===== config.mk =====
export PLATFORM = sky130hd
export DESIGN_NAME = xc20xx_cfg_ctrl
export DESIGN_NICKNAME = d
export VERILOG_FILES = /design/src/rtl/xc20xx_cfg_ctrl.sv
export SDC_FILE = /design/constraint.sdc
export NUM_CORES = 1
export LEC_CHECK = 0
export CORE_ASPECT_RATIO = 0.8
export CORE_MARGIN = 4
export CORE_UTILIZATION = 53
export CTS_CLUSTER_DIAMETER = 40
export DETAILED_ROUTE_END_ITERATION = 8
export PLACE_DENSITY = 0.76
export SYNTH_ARGS = -nofsm -noshare
export SYNTH_HDL_FRONTEND = slang
export SYNTH_SLANG_ARGS = --single-unit

===== constraint.sdc =====
create_clock -name K -period 8.7 [get_ports K]
set_clock_uncertainty 0.1 [all_clocks]
set_input_delay 1.74 -clock K [delete_from_list [all_inputs] [get_ports K]]
set_output_delay 1.74 -clock K [all_outputs]
set_load 0.005 [all_outputs]

===== src/rtl/xc20xx_cfg_ctrl.sv =====
// ---------------------------------------------------------------------------
// xc20xx_cfg_ctrl
//
// Configuration controller for the XC20XX CLB array. Takes the serial
// configuration bitstream one bit per DIN_VALID/DIN_READY handshake. It checks
// the "0010" preamble, the 24-bit length count and the per-frame start/stop
// framing. It assembles each frame's FRAME_BITS data bits and issues one
// parallel write per frame into the frame-addressed configuration memory.
//
// Ports:
//   K           clock, all state changes on the rising edge
//   R           synchronous active-high reset
//   DIN         serial configuration bit
//   DIN_VALID   DIN holds a valid bit
//   DIN_READY   controller accepts a bit this cycle (registered)
//   FRAME_DATA  assembled frame; the first-received bit lands in the MSB
//   FRAME_ADDR  target frame index, valid while FRAME_WE is high
//   FRAME_WE    one-cycle frame write strobe
//   DONE        sticky, set with the final frame write
//   ERR         sticky bitstream error
//
// Build option:
//   XC20XX_CFG_STOPCHK_EN  when defined, a 0 among a frame's three stop bits
//                          is an error and that frame is not written. When
//                          undefined, the stop bits are counted but not
//                          checked.
// ---------------------------------------------------------------------------
module xc20xx_cfg_ctrl #(
    parameter  int FRAME_BITS = 46,
    parameter  int NUM_FRAMES = 160,
    localparam int ADDR_W     = (NUM_FRAMES > 1) ? $clog2(NUM_FRAMES) : 1
) (
    input  logic                  K,
    input  logic                  R,
    input  logic                  DIN,
    input  logic                  DIN_VALID,
    output logic                  DIN_READY,
    output logic [FRAME_BITS-1:0] FRAME_DATA,
    output logic [ADDR_W-1:0]     FRAME_ADDR,
    output logic                  FRAME_WE,
    output logic                  DONE,
    output logic                  ERR
);

    localparam int CNT_MAX = (FRAME_BITS > 4) ? FRAME_BITS : 4;
    localparam int CNT_W   = $clog2(CNT_MAX);

    localparam logic [CNT_W-1:0] CNT_PRE_LAST   = CNT_W'(2);
    localparam logic [CNT_W-1:0] CNT_HSTOP_LAST = CNT_W'(3);
    localparam logic [CNT_W-1:0] CNT_DATA_LAST  = CNT_W'(FRAME_BITS - 1);
    localparam logic [CNT_W-1:0] CNT_STOP_LAST  = CNT_W'(2);
    localparam logic [4:0]       LEN_CNT_LAST   = 5'd23;
    localparam logic [ADDR_W-1:0] ADDR_LAST     = ADDR_W'(NUM_FRAMES - 1);
    localparam logic [23:0]      LEN_EXP        = 24'(28 + NUM_FRAMES * (FRAME_BITS + 4));

    typedef enum logic [3:0] {
        IDLE,
        PRE,
        LEN,
        HSTOP,
        FSTART,
        FDATA,
        FSTOP,
        DONE_ST,
        ERR_ST
    } state_t;

    state_t                state_q, state_d;
    logic [CNT_W-1:0]      cnt_q, cnt_d;
    logic [4:0]            len_cnt_q, len_cnt_d;
    logic [23:0]           len_sh_q, len_sh_d;
    logic [FRAME_BITS-1:0] frame_sh_q, frame_sh_d;
    logic [FRAME_BITS-1:0] frame_data_q, frame_data_d;
    logic [ADDR_W-1:0]     addr_q, addr_d;
    logic                  we_q, we_d;
    logic                  done_q, done_d;
    logic                  err_q, err_d;
    logic                  ready_q, ready_d;
    logic                  accept;

    always_comb begin
        state_d      = state_q;
        cnt_d        = cnt_q;
        len_cnt_d    = len_cnt_q;
        len_sh_d     = len_sh_q;
        frame_sh_d   = frame_sh_q;
        frame_data_d = frame_data_q;
        we_d         = 1'b0;
        accept       = DIN_VALID && ready_q;

        // The address moves on only after the write strobe has been seen, and
        // never past the last frame.
        addr_d = addr_q;
        if (we_q && (addr_q != ADDR_LAST)) begin
            addr_d = addr_q + 1'b1;
        end

        if (accept) begin
            case (state_q)
                IDLE: begin
                    if (!DIN) begin
                        state_d = PRE;
                        cnt_d   = '0;
                    end
                end
                PRE: begin
                    // Remaining preamble bits are 0,1,0; only the middle one is 1.
                    if (DIN != (cnt_q == CNT_W'(1))) begin
                        state_d = IDLE;
                    end else if (cnt_q == CNT_PRE_LAST) begin
                        state_d   = LEN;
                        len_cnt_d = '0;
                    end else begin
                        cnt_d = cnt_q + 1'b1;
                    end
                end
                LEN: begin
                    len_sh_d = {len_sh_q[22:0], DIN};
                    if (len_cnt_q == LEN_CNT_LAST) begin
                        state_d = (len_sh_d == LEN_EXP) ? HSTOP : ERR_ST;
                        cnt_d   = '0;
                    end else begin
                        len_cnt_d = len_cnt_q + 1'b1;
                    end
                end
                HSTOP: begin
                    if (!DIN) begin
                        state_d = ERR_ST;
                    end else if (cnt_q == CNT_HSTOP_LAST) begin
                        state_d = FSTART;
                    end else begin
                        cnt_d = cnt_q + 1'b1;
                    end
                end
                FSTART: begin
                    if (DIN) begin
                        state_d = ERR_ST;
                    end else begin
                        // Clearing here keeps a partial frame out of FRAME_DATA.
                        state_d    = FDATA;
                        frame_sh_d = '0;
                        cnt_d      = '0;
                    end
                end
                FDATA: begin
                    frame_sh_d = {frame_sh_q[FRAME_BITS-2:0], DIN};
                    if (cnt_q == CNT_DATA_LAST) begin
                        state_d = FSTOP;
                        cnt_d   = '0;
                    end else begin
                        cnt_d = cnt_q + 1'b1;
                    end
                end
                FSTOP: begin
`ifdef XC20XX_CFG_STOPCHK_EN
                    if (!DIN) begin
                        state_d = ERR_ST;
                    end else
`endif
                    if (cnt_q == CNT_STOP_LAST) begin
                        we_d         = 1'b1;
                        frame_data_d = frame_sh_q;
                        state_d      = (addr_q == ADDR_LAST) ? DONE_ST : FSTART;
                    end else begin
                        cnt_d = cnt_q + 1'b1;
                    end
                end
                default: begin
                end
            endcase
        end

        // Status flags follow the next state, so they rise together with the
        // final write strobe or one cycle after the offending bit.
        done_d  = (state_d == DONE_ST);
        err_d   = (state_d == ERR_ST);
        ready_d = !(done_d || err_d);
    end

    always_ff @(posedge K) begin
        if (R) begin
            state_q      <= IDLE;
            cnt_q        <= '0;
            len_cnt_q    <= '0;
            frame_data_q <= '0;
            addr_q       <= '0;
            we_q         <= 1'b0;
            done_q       <= 1'b0;
            err_q        <= 1'b0;
            ready_q      <= 1'b1;
        end else begin
            state_q      <= state_d;
            cnt_q        <= cnt_d;
            len_cnt_q    <= len_cnt_d;
            frame_data_q <= frame_data_d;
            addr_q       <= addr_d;
            we_q         <= we_d;
            done_q       <= done_d;
            err_q        <= err_d;
            ready_q      <= ready_d;
        end
        len_sh_q   <= len_sh_d;
        frame_sh_q <= frame_sh_d;
    end

    assign DIN_READY  = ready_q;
    assign FRAME_DATA = frame_data_q;
    assign FRAME_ADDR = addr_q;
    assign FRAME_WE   = we_q;
    assign DONE       = done_q;
    assign ERR        = err_q;

endmodule


==> run_summary.xml, run 1 <==
<?xml version="1.0" encoding="UTF-8"?>
<metrics>
  <group name="status">
    <metric name="outcome" unit="">finished clean</metric>
  </group>
  <group name="setup_path">
    <metric name="timing.critical_path.cells" unit="">clkdlybuf4s50_1 &gt; a21boi_0 &gt; nor3_1 &gt; nor3_1 &gt; nand4_2 &gt; or4_1 &gt; a21oi_1</metric>
    <metric name="cp_data_arrival_time" unit="ps">4080</metric>
    <metric name="worst_path_max_delay_cell" unit="">sky130_fd_sc_hd__clkdlybuf4s50_1</metric>
    <metric name="crit_buf_inv" unit="">1</metric>
    <metric name="worstPathMaxFanout" unit="">12</metric>
    <metric name="critical_path_required" unit="ps">8940</metric>
    <metric name="critical_path.startpoint_type" unit="">input pin</metric>
    <metric name="critical_path.top_delay_family" unit="">simple AND/OR/NAND/NOR gates</metric>
    <metric name="endpoint_kind" unit="">flop</metric>
    <metric name="timing_worst_setup_path_type" unit="">input pin to flop</metric>
    <metric name="crit_path_frequent_cell" unit="">sky130_fd_sc_hd__nor3_1</metric>
    <metric name="critical_path.max_stage_delay" unit="ps">720</metric>
  </group>
  <group name="global_routing">
    <metric name="grt_remaining_overflow" unit="">0</metric>
    <metric name="via_count_of_the_first_global_routing_pass" unit="">3808</metric>
    <metric name="grt_util_all_layers" unit="">0.196</metric>
    <metric name="largest_net_degree_at_the_start_of_global_routing" unit="">67</metric>
    <metric name="grt_antenna_before_repair" unit="">0</metric>
    <metric name="grt_pass1_wl" unit="µm">18400</metric>
  </group>
  <group name="routing">
    <metric name="dr_total_vias" unit="">3888</metric>
    <metric name="routed_wl" unit="µm">10900</metric>
    <metric name="dr_wl_cell" unit="µm">15.0</metric>
    <metric name="drt.antenna.violating_nets" unit="">0</metric>
    <metric name="drt_iter0_drc" unit="">298</metric>
    <metric name="first_drt_pass_iteration_count" unit="">4</metric>
    <metric name="remaining_drc_errors" unit="">0</metric>
    <metric name="drt-vias-per-instance" unit="">5.35</metric>
  </group>
  <group name="yosys">
    <metric name="postSynthCellCount" unit="">518</metric>
    <metric name="synth_warnings" unit="">0</metric>
    <metric name="synth_seq_cells" unit="">142</metric>
    <metric name="synth.avg_cell_area" unit="µm²">10.7</metric>
    <metric name="synth.distinct_cells" unit="">49</metric>
    <metric name="syn_area" unit="µm²">5540</metric>
    <metric name="synth_nets" unit="">527</metric>
    <metric name="synth-seq-area-share" unit="">0.638</metric>
  </group>
  <group name="pwr">
    <metric name="clkPwrFrac" unit="">0.497</metric>
    <metric name="pwr-share-comb" unit="">0.019</metric>
    <metric name="vdd_drop_max" unit="V">0.000139</metric>
    <metric name="total_leakage_power" unit="nW">2.28</metric>
    <metric name="netSwitchingFraction" unit="">0.205</metric>
    <metric name="p_per_area" unit="nW/µm²">213</metric>
    <metric name="sequentialPowerShare" unit="">0.484</metric>
    <metric name="power.internal" unit="W">0.00116</metric>
    <metric name="power.net_switching" unit="W">0.000299</metric>
  </group>
  <group name="clock_network">
    <metric name="cts.clk_slew.worst_paths" unit="ps">60</metric>
    <metric name="cts_hold_repair.buffers" unit="">0</metric>
    <metric name="clock_sinks" unit="">142</metric>
    <metric name="worst_skew_pair.late_latency" unit="ps">420</metric>
    <metric name="post_cts.resized_instances" unit="">0</metric>
    <metric name="number_of_h_tree_branching_levels" unit="">4</metric>
    <metric name="cts.path.max_buffers" unit="">2</metric>
    <metric name="clock_tree.root_cell" unit="">sky130_fd_sc_hd__clkbuf_16</metric>
    <metric name="cts_tree" unit="">built</metric>
    <metric name="post_cts_buffers" unit="">0</metric>
    <metric name="cts_buffers" unit="">17</metric>
  </group>
  <group name="die">
    <metric name="die_h" unit="µm">99.4</metric>
    <metric name="die_area" unit="µm²">12200</metric>
    <metric name="floorplan.initialDensity" unit="">0.541</metric>
    <metric name="placement_rows" unit="">33</metric>
    <metric name="die-width" unit="µm">122</metric>
    <metric name="placeableCoreArea" unit="µm²">10200</metric>
    <metric name="io-pin-count" unit="">62</metric>
  </group>
  <group name="cells_and_area">
    <metric name="n_antenna_cell" unit="">0</metric>
    <metric name="fraction_of_final_layout_cells_with_drive_strength_greater_than_1" unit="">0.0835</metric>
    <metric name="area.growth.synth_to_final" unit="%">23.7</metric>
    <metric name="finished_cell_area" unit="µm²">6850</metric>
    <metric name="final_nets" unit="">583</metric>
  </group>
  <group name="placement">
    <metric name="port-buffer-count" unit="">61</metric>
    <metric name="place_congestion" unit="">0.843</metric>
    <metric name="place_area" unit="µm²">6240</metric>
    <metric name="hpwlAfterDp" unit="µm">6600</metric>
  </group>
  <group name="sta">
    <metric name="fin_tns_setup" unit="ps">0</metric>
    <metric name="slew_headroom" unit="">0.310</metric>
    <metric name="achievable_freq" unit="MHz">260</metric>
    <metric name="final_period_minus_worst_setup_slack" unit="ps">3850</metric>
    <metric name="hold_viol_final" unit="">0</metric>
    <metric name="final.period_utilization" unit="">0.442</metric>
    <metric name="max_slew.worst_pin.slew" unit="ps">1030</metric>
    <metric name="rsz0062_at_grt" unit="">false</metric>
    <metric name="final-setup-viol-count" unit="">0</metric>
    <metric name="slew_violations" unit="">0</metric>
  </group>
  <group name="worst_hold_path">
    <metric name="worst_hold_path_type" unit="">flop to flop</metric>
  </group>
  <group name="job">
    <metric name="max-cap-violations" unit="">0</metric>
  </group>
</metrics>
## through the flow
step | instances | setup slack, ps | utilization | hold WS, ps | power [W]
finish | 727 | 4850 | 0.669 | 347 | 0.00146
global route | 727 | 4700 | 0.669 | 368 | 0.00151
CTS | 727 | 4900 | 0.669 | 348 | 0.00147
detailed placement | 695 | 4480 | 0.610 | 337 | 0.000747
global placement | 695 | 4570 | 0.610 | 327 | 0.000745
floorplan | 518 | 1600 | - | 318 | 0.000740
## path summary, 6_finish.rpt
path	from	endpoint	slack [ps]	cells past startpoint
max	DIN	cnt_q[4]	4850	7
min	len_sh_q[12]	len_sh_q[13]	350	0
max reg2reg	cnt_q[0]	cnt_q[4]	6090	8
min reg2reg	len_sh_q[12]	len_sh_q[13]	350	0
## cells in the mapped netlist (all sizes together)
library cell / number / area, µm²
nand2: 111 / 417
dfxtp: 73 / 1460
edfxtp: 69 / 2070
a21oi: 53 / 265
and2: 49 / 307
nor2: 31 / 119
clkbuf: 23 / 86.3
nor2b: 9 / 56.3
xor2: 9 / 78.8
nand3: 8 / 40.0
nand4: 7 / 50.1
nor4: 6 / 43.8
buf: 5 / 33.8
ha: 5 / 62.6
inv: 5 / 18.8
nor3: 5 / 25.0
o21ai: 5 / 28.8
or4: 4 / 33.8
a21o: 3 / 22.5
mux2i: 3 / 30.0
nand3b: 3 / 22.5
nor4b: 3 / 26.3
or3: 3 / 18.8
a21boi: 2 / 18.8
a221oi: 2 / 17.5
a31oi: 2 / 12.5
a41oi: 2 / 17.5
and4: 2 / 17.5
nor4bb: 2 / 20.0
or2: 2 / 12.5
a2111oi: 1 / 8.76
a211oi: 1 / 12.5
a32oi: 1 / 8.76
and3: 1 / 6.26
nand2b: 1 / 6.26
nand4b: 1 / 8.76
nor3b: 1 / 7.51
o211ai: 1 / 7.51
o21a: 1 / 7.51
o31ai: 1 / 7.51
or4b: 1 / 10.0
xnor2: 1 / 8.76
## power by group through the flow
stage | Clock [W] | Combinational (W) | Sequential (W)
floorplan | 0 | 0.0000237 | 0.000716
global placement | 0 | 0.0000268 | 0.000719
detailed placement | 0 | 0.0000279 | 0.000719
CTS | 0.000733 | 0.0000282 | 0.000705
global route | 0.000775 | 0.0000316 | 0.000705
finish | 0.000723 | 0.0000282 | 0.000705
## flip-flops by register name (all words and copies together) (netlist names), 4 cells and up
| name | cells |
|---|---|
| frame_sh_q | 46 |
| len_cnt_q | 5 |
| FRAME_ADDR | 8 |
| FRAME_DATA | 46 |
| cnt_q | 6 |
| state_q | 4 |
| len_sh_q | 23 |
## cells in the final DEF, fill, tap and decap left out, types with 6 or more instances in the layout
cell	n
sky130_fd_sc_hd__a21oi_1	53
sky130_fd_sc_hd__and2_1	49
sky130_fd_sc_hd__clkbuf_16	18
sky130_fd_sc_hd__clkdlybuf4s50_1	60
sky130_fd_sc_hd__dfxtp_1	73
sky130_fd_sc_hd__edfxtp_1	69
sky130_fd_sc_hd__nand2_1	111
sky130_fd_sc_hd__nand3_1	8
sky130_fd_sc_hd__nand4_1	6
sky130_fd_sc_hd__nor2_1	29
sky130_fd_sc_hd__nor2b_1	9
sky130_fd_sc_hd__xor2_1	9
## cells by family (layout without fill, tap and decap cells)
group / count (synthesis) / in the layout / synth area share
AOI/OAI and AO/OA: 75 / 75 / 0.0787
DFF: 142 / 142 / 0.638
muxes: 3 / 3 / 0.00543
xor gates and xnor gates: 10 / 10 / 0.0158
adders and majority gates: 5 / 5 / 0.0113
buffers and inverters: 33 / 102 / 0.0251
and+or+nand+nor: 250 / 250 / 0.225
## routing by layer
| metal | vias to the layer above | GRT usage | share of wire |
|---|---|---|---|
| met5 | - | 0 | 0 |
| met4 | 0 | 0.0921 | 0.017 |
| met3 | 15 | 0.0551 | 0.056 |
| met2 | 114 | 0.302 | 0.48 |
| met1 | 1865 | 0.257 | 0.45 |
| li1 | 1894 | - | - |
## final cells by class
cell class,instances,area (µm²)
Inverter,5,18.8
Fill cell,811,3390
Timing Repair Buffer,65,636
Tap cell,140,175
Clock buffer,20,468
Clock inverter,12,133
Sequential cell,142,3530
Multi-Input combinational cell,343,1880
Power figures use the tool's default switching activity.
==> run 2: changes to the inputs <==
==> constraint.sdc (replaced) <==
create_clock -name K -period 3.7 [get_ports K]
set_clock_uncertainty 0.1 [all_clocks]
set_input_delay 0.74 -clock K [delete_from_list [all_inputs] [get_ports K]]
set_output_delay 0.74 -clock K [all_outputs]
set_load 0.005 [all_outputs]
==> run_summary.xml, run 2 (synthesis results as in run 1) <==
<?xml version="1.0" encoding="UTF-8"?>
<metrics>
  <group name="cells_and_area">
    <metric name="final_common_cell" unit="">sky130_fd_sc_hd__nand2_1</metric>
    <metric name="final_nets" unit="">585</metric>
    <metric name="n_antenna_cell" unit="">0</metric>
    <metric name="filler_cell_count" unit="">793</metric>
    <metric name="fraction_of_final_layout_cells_with_drive_strength_greater_than_1" unit="">0.0849</metric>
    <metric name="most_frequent_cells_in_the_layout" unit="">sky130_fd_sc_hd__nand2_1 (111), sky130_fd_sc_hd__dfxtp_1 (73), sky130_fd_sc_hd__edfxtp_1 (69)</metric>
    <metric name="fin_util" unit="">0.673</metric>
    <metric name="finished_cell_area" unit="µm²">6890</metric>
    <metric name="area.growth.synth_to_final" unit="%">24.5</metric>
  </group>
  <group name="setup_path">
    <metric name="critical_path.startpoint_type" unit="">input pin</metric>
    <metric name="timing_worst_setup_path_type" unit="">input pin to flop</metric>
    <metric name="worstPathMaxFanout" unit="">12</metric>
    <metric name="endpoint_kind" unit="">flop</metric>
    <metric name="critical_path_required" unit="ps">3930</metric>
    <metric name="cp_data_arrival_time" unit="ps">3060</metric>
    <metric name="worst_r2r_path_depth" unit="">6</metric>
  </group>
  <group name="sta">
    <metric name="final.period_utilization" unit="">0.765</metric>
    <metric name="slew_headroom" unit="">0.338</metric>
    <metric name="max_slew.worst_pin.slew" unit="ps">993</metric>
    <metric name="final-setup-viol-count" unit="">0</metric>
    <metric name="final_period_minus_worst_setup_slack" unit="ps">2830</metric>
    <metric name="fin_worst_hold_slack" unit="ps">341</metric>
    <metric name="rsz0062_at_grt" unit="">false</metric>
    <metric name="slew_violations" unit="">0</metric>
    <metric name="fin_tns_setup" unit="ps">0</metric>
    <metric name="achievable_freq" unit="MHz">353</metric>
    <metric name="hold_viol_final" unit="">0</metric>
  </group>
  <group name="global_routing">
    <metric name="grt_antenna_before_repair" unit="">0</metric>
    <metric name="largest_net_degree_at_the_start_of_global_routing" unit="">49</metric>
    <metric name="grt_pass1_wl" unit="µm">18000</metric>
    <metric name="grt_remaining_overflow" unit="">0</metric>
    <metric name="grt_util_all_layers" unit="">0.188</metric>
    <metric name="via_count_of_the_first_global_routing_pass" unit="">3682</metric>
  </group>
  <group name="pwr">
    <metric name="netSwitchingFraction" unit="">0.202</metric>
    <metric name="total_leakage_power" unit="nW">2.28</metric>
    <metric name="pwr-share-comb" unit="">0.019</metric>
    <metric name="power.internal" unit="W">0.00280</metric>
    <metric name="sequentialPowerShare" unit="">0.472</metric>
    <metric name="power.net_switching" unit="W">0.000709</metric>
    <metric name="p_per_area" unit="nW/µm²">509</metric>
    <metric name="vdd_drop_max" unit="V">0.000316</metric>
    <metric name="clkPwrFrac" unit="">0.508</metric>
  </group>
  <group name="clock_network">
    <metric name="cts.path.max_buffers" unit="">2</metric>
    <metric name="post_cts.resized_instances" unit="">0</metric>
    <metric name="cts_buffers" unit="">17</metric>
    <metric name="worst_skew_pair.late_latency" unit="ps">410</metric>
    <metric name="clock_sinks" unit="">142</metric>
    <metric name="number_of_h_tree_branching_levels" unit="">4</metric>
    <metric name="cts_tree" unit="">built</metric>
    <metric name="clock_tree.root_cell" unit="">sky130_fd_sc_hd__clkbuf_16</metric>
    <metric name="cts_hold_repair.buffers" unit="">0</metric>
    <metric name="post_cts_buffers" unit="">0</metric>
    <metric name="cts.clk_slew.worst_paths" unit="ps">60</metric>
  </group>
  <group name="job">
    <metric name="max-cap-violations" unit="">0</metric>
  </group>
  <group name="routing">
    <metric name="drt.antenna.violating_nets" unit="">0</metric>
    <metric name="first_drt_pass_iteration_count" unit="">5</metric>
    <metric name="dr_total_vias" unit="">3833</metric>
    <metric name="drt-vias-per-instance" unit="">5.26</metric>
    <metric name="dr_wl_cell" unit="µm">15.1</metric>
    <metric name="routed_wl" unit="µm">11000</metric>
    <metric name="remaining_drc_errors" unit="">0</metric>
    <metric name="drt_iter0_drc" unit="">352</metric>
  </group>
  <group name="die">
    <metric name="die_area" unit="µm²">12200</metric>
    <metric name="io-pin-count" unit="">62</metric>
    <metric name="die_h" unit="µm">99.4</metric>
    <metric name="die-width" unit="µm">122</metric>
    <metric name="floorplan.initialDensity" unit="">0.541</metric>
    <metric name="placement_rows" unit="">33</metric>
    <metric name="placeableCoreArea" unit="µm²">10200</metric>
  </group>
  <group name="placement">
    <metric name="hpwlAfterDp" unit="µm">6880</metric>
    <metric name="port-buffer-count" unit="">61</metric>
    <metric name="place_congestion" unit="">0.842</metric>
    <metric name="place_area" unit="µm²">6270</metric>
  </group>
  <group name="worst_hold_path">
    <metric name="hold_depth" unit="">0</metric>
    <metric name="worst_hold_path_type" unit="">flop to flop</metric>
  </group>
  <group name="status">
    <metric name="outcome" unit="">finished clean</metric>
  </group>
</metrics>
## run 2: path summary, 6_finish.rpt
kind,startpoint,endpoint,slack (ps)
max reg2reg,state_q[1],FRAME_DATA[42],1060
max,DIN,cnt_q[5],870
min,len_sh_q[11],len_sh_q[12],340
min reg2reg,len_sh_q[11],len_sh_q[12],340
## run 2: per-stage QoR
stage	setup WS, ps	power (W)	instances
2_1_floorplan	601	0.00174	518
3_3_place_gp	580	0.00175	697
3_5_place_dp	500	0.00176	697
4_1_cts	918	0.00353	729
5_1_grt	721	0.00362	729
6_report	871	0.00351	729
## run 2: power groups by stage
stage	sequential [W]	combinational [W]	clock, W
2_1_floorplan	0.00168	0.0000570	0
3_3_place_gp	0.00169	0.0000639	0
3_5_place_dp	0.00169	0.0000664	0
4_1_cts	0.00166	0.0000669	0.00181
5_1_grt	0.00166	0.0000749	0.00189
6_report	0.00166	0.0000675	0.00178
## run 2: per-layer routing
metal,vias up,GRT usage,routed length (µm)
li1,1900,-,-
met1,1824,0.255,5030
met2,95,0.288,5240
met3,14,0.0529,561
met4,0,0.0723,146
met5,-,0,0
## run 2: cell type report
cell class,instances,area [µm²],share of cell area
clock buffer,19,433,0.0628
clock inverter,13,190,0.0276
multi-input combinational,343,1890,0.274
tap,140,175,0.0254
sequential,142,3530,0.513
timing repair buffer,67,651,0.0944
inverter,5,18.8,0.00272
## run 2: critical path, cell delays in order
cell and delay (ps):
sky130_fd_sc_hd__clkdlybuf4s50_1 700, sky130_fd_sc_hd__a21boi_0 290, sky130_fd_sc_hd__nor3_1 80, sky130_fd_sc_hd__nor3_1 210
sky130_fd_sc_hd__nand4_2 310, sky130_fd_sc_hd__or4_1 590, sky130_fd_sc_hd__a21oi_1 150
==> run 3: changes to the inputs <==
--- a/config.mk
+++ b/config.mk
@@ -7,10 +7,10 @@
 export LEC_CHECK = 0
 export CORE_ASPECT_RATIO = 0.8
 export CORE_MARGIN = 4
-export CORE_UTILIZATION = 53
+export CORE_UTILIZATION = 50
 export CTS_CLUSTER_DIAMETER = 40
 export DETAILED_ROUTE_END_ITERATION = 8
-export PLACE_DENSITY = 0.76
+export PLACE_DENSITY = 0.75
 export SYNTH_ARGS = -nofsm -noshare
 export SYNTH_HDL_FRONTEND = slang
 export SYNTH_SLANG_ARGS = --single-unit
==> constraint.sdc (replaced) <==
create_clock -name K -period 2.5 [get_ports K]
set_clock_uncertainty 0.1 [all_clocks]
set_input_delay 0.5 -clock K [delete_from_list [all_inputs] [get_ports K]]
set_output_delay 0.5 -clock K [all_outputs]
set_load 0.005 [all_outputs]
==> run_summary.xml, run 3 (synthesis results as in run 1) <==
<?xml version="1.0" encoding="UTF-8"?>
<metrics>
  <group name="clock_network">
    <metric name="clock_tree.root_cell" unit="">sky130_fd_sc_hd__clkbuf_16</metric>
    <metric name="worst_skew_pair.late_latency" unit="ps">420</metric>
    <metric name="cts_buffers" unit="">17</metric>
    <metric name="number_of_h_tree_branching_levels" unit="">4</metric>
    <metric name="cts_tree" unit="">built</metric>
    <metric name="cts_hold_repair.buffers" unit="">0</metric>
    <metric name="clock_sinks" unit="">142</metric>
    <metric name="cts.path.max_buffers" unit="">2</metric>
    <metric name="cts.clk_slew.worst_paths" unit="ps">60</metric>
  </group>
  <group name="global_routing">
    <metric name="grt_use_met2" unit="">0.289</metric>
    <metric name="global_route.usage.met1" unit="">0.251</metric>
    <metric name="grt_antenna_before_repair" unit="">0</metric>
    <metric name="grt_use_met3" unit="">0.0522</metric>
    <metric name="grt_pass1_wl" unit="µm">19000</metric>
    <metric name="busiest_layer" unit="">met2</metric>
    <metric name="grt_util_all_layers" unit="">0.188</metric>
    <metric name="grt_remaining_overflow" unit="">0</metric>
    <metric name="via_count_of_the_first_global_routing_pass" unit="">3862</metric>
    <metric name="largest_net_degree_at_the_start_of_global_routing" unit="">48</metric>
  </group>
  <group name="placement">
    <metric name="place_congestion" unit="">0.899</metric>
    <metric name="place_worst_setup_slack" unit="ps">-139</metric>
    <metric name="hpwlAfterDp" unit="µm">7120</metric>
    <metric name="port-buffer-count" unit="">61</metric>
  </group>
  <group name="status">
    <metric name="outcome" unit="">finished clean</metric>
  </group>
  <group name="routing">
    <metric name="drt-vias-per-instance" unit="">5.30</metric>
    <metric name="routed_wl" unit="µm">11500</metric>
    <metric name="drt.antenna.violating_nets" unit="">0</metric>
    <metric name="drt_iter0_drc" unit="">284</metric>
    <metric name="remaining_drc_errors" unit="">0</metric>
    <metric name="dr_total_vias" unit="">3961</metric>
    <metric name="first_drt_pass_iteration_count" unit="">5</metric>
    <metric name="dr_wl_cell" unit="µm">15.5</metric>
  </group>
  <group name="die">
    <metric name="die_area" unit="µm²">12800</metric>
    <metric name="die-width" unit="µm">126</metric>
    <metric name="floorplan.initialDensity" unit="">0.510</metric>
    <metric name="die_h" unit="µm">102</metric>
    <metric name="io-pin-count" unit="">62</metric>
    <metric name="placeableCoreArea" unit="µm²">10800</metric>
    <metric name="placement_rows" unit="">34</metric>
  </group>
  <group name="setup_path">
    <metric name="critical_path.startpoint_type" unit="">flop</metric>
    <metric name="critical_path_required" unit="ps">2720</metric>
    <metric name="cp-startpoint" unit="">cnt_q[2]</metric>
    <metric name="endpoint_kind" unit="">flop</metric>
    <metric name="timing_worst_setup_path_type" unit="">flop to flop</metric>
    <metric name="crit-reg2reg-launch" unit="">cnt_q[2]</metric>
    <metric name="worstPathMaxFanout" unit="">9</metric>
    <metric name="cp_data_arrival_time" unit="ps">2610</metric>
  </group>
  <group name="pwr">
    <metric name="vdd_drop_max" unit="V">0.000517</metric>
    <metric name="total_leakage_power" unit="nW">2.40</metric>
    <metric name="p_per_area" unit="nW/µm²">731</metric>
    <metric name="total_power" unit="W">0.00517</metric>
  </group>
  <group name="sta">
    <metric name="max_slew.worst_pin.slew" unit="ps">533</metric>
    <metric name="rsz0062_at_grt" unit="">false</metric>
    <metric name="final-setup-viol-count" unit="">0</metric>
    <metric name="final.period_utilization" unit="">0.954</metric>
    <metric name="slew_headroom" unit="">0.644</metric>
    <metric name="final_period_minus_worst_setup_slack" unit="ps">2390</metric>
    <metric name="hold_viol_final" unit="">0</metric>
    <metric name="worst_slack" unit="ps">114</metric>
    <metric name="achievable_freq" unit="MHz">419</metric>
    <metric name="slew_violations" unit="">0</metric>
  </group>
  <group name="worst_hold_path">
    <metric name="holdCritStartpoint" unit="">R</metric>
    <metric name="worst_hold_path_type" unit="">input pin to flop</metric>
  </group>
  <group name="cells_and_area">
    <metric name="filler_cell_count" unit="">826</metric>
    <metric name="final_common_cell" unit="">sky130_fd_sc_hd__nand2_1</metric>
    <metric name="most_frequent_cells_in_the_layout" unit="">sky130_fd_sc_hd__nand2_1 (111), sky130_fd_sc_hd__dfxtp_1 (72), sky130_fd_sc_hd__edfxtp_1 (69)</metric>
    <metric name="final_nets" unit="">599</metric>
    <metric name="area.growth.synth_to_final" unit="%">27.8</metric>
    <metric name="n_antenna_cell" unit="">0</metric>
    <metric name="fin_util" unit="">0.652</metric>
    <metric name="fraction_of_final_layout_cells_with_drive_strength_greater_than_1" unit="">0.116</metric>
  </group>
  <group name="job">
    <metric name="max-cap-violations" unit="">0</metric>
  </group>
</metrics>
run 3: changes by cell type in the layout (fill, tap and decap cells not counted), sizes merged:
cell and delta:
buf +14, clkbuf +9, bufinv -4, clkinvlp -3, clkinv -2
run 3: stage by stage:
step / cell area, µm² / setup TNS (ps) / hold slack (ps) / std cells
after floorplan: 5580 / -15230 / 318 / 518
after global placement: 6420 / -18.8 / 330 / 714
after detailed placement: 6420 / -711 / 333 / 714
after CTS: 7050 / 0 / 246 / 746
after global routing: 7070 / 0 / 255 / 747
final: 7070 / 0 / 252 / 747
run 3: area by class of cell:
class / instances / area (µm²) / area share
sequential: 142 / 3530 / 0.500
tap: 144 / 180 / 0.0255
multi-input combinational: 343 / 1910 / 0.270
clock inverter: 4 / 31.3 / 0.00442
inverter: 5 / 18.8 / 0.00265
timing repair buffer: 81 / 793 / 0.112
clock buffer: 28 / 603 / 0.0852
run 3: metal layers:
metal	wire [µm]	part of all wire	vias to the layer above
li1	-	-	1929
met1	5290	0.46	1889
met2	5360	0.46	118
met3	627	0.054	25
met4	260	0.023	0
met5	0	0	-
run 3: path summary, 6_finish.rpt:
| check | endpoint | slack (ps) | cells after the start |
|---|---|---|---|
| min reg2reg | len_sh_q[10] | 350 | 0 |
| max reg2reg | cnt_q[2] | 110 | 8 |
| min | state_q[3] | 250 | 2 |
| max | cnt_q[2] | 110 | 8 |
run 3: worst max-delay path, cell delays in order, from the launching register on:
cell and delay, ps:
sky130_fd_sc_hd__dfxtp_2 360, sky130_fd_sc_hd__or4_4 540, sky130_fd_sc_hd__or3_1 370, sky130_fd_sc_hd__a21boi_2 210
sky130_fd_sc_hd__nor2_2 50, sky130_fd_sc_hd__nand4_2 130, sky130_fd_sc_hd__buf_4 170, sky130_fd_sc_hd__mux2i_1 90
sky130_fd_sc_hd__nor4_2 260
run 3: what timing repair did:
| item | in CTS | in global routing |
|---|---|---|
| resized for setup | 0 | 3 |
| setup endpoints to repair | 0 | 11 |
| buffers inserted | 0 | 1 |
run 3: where the power goes:
| group | internal, W | total, W | switching (W) |
|---|---|---|---|
| Sequential | 0.00244 | 0.00245 | 0.0000164 |
| Clock | 0.00165 | 0.00259 | 0.000943 |
| Combinational | 0.0000488 | 0.000125 | 0.0000759 |
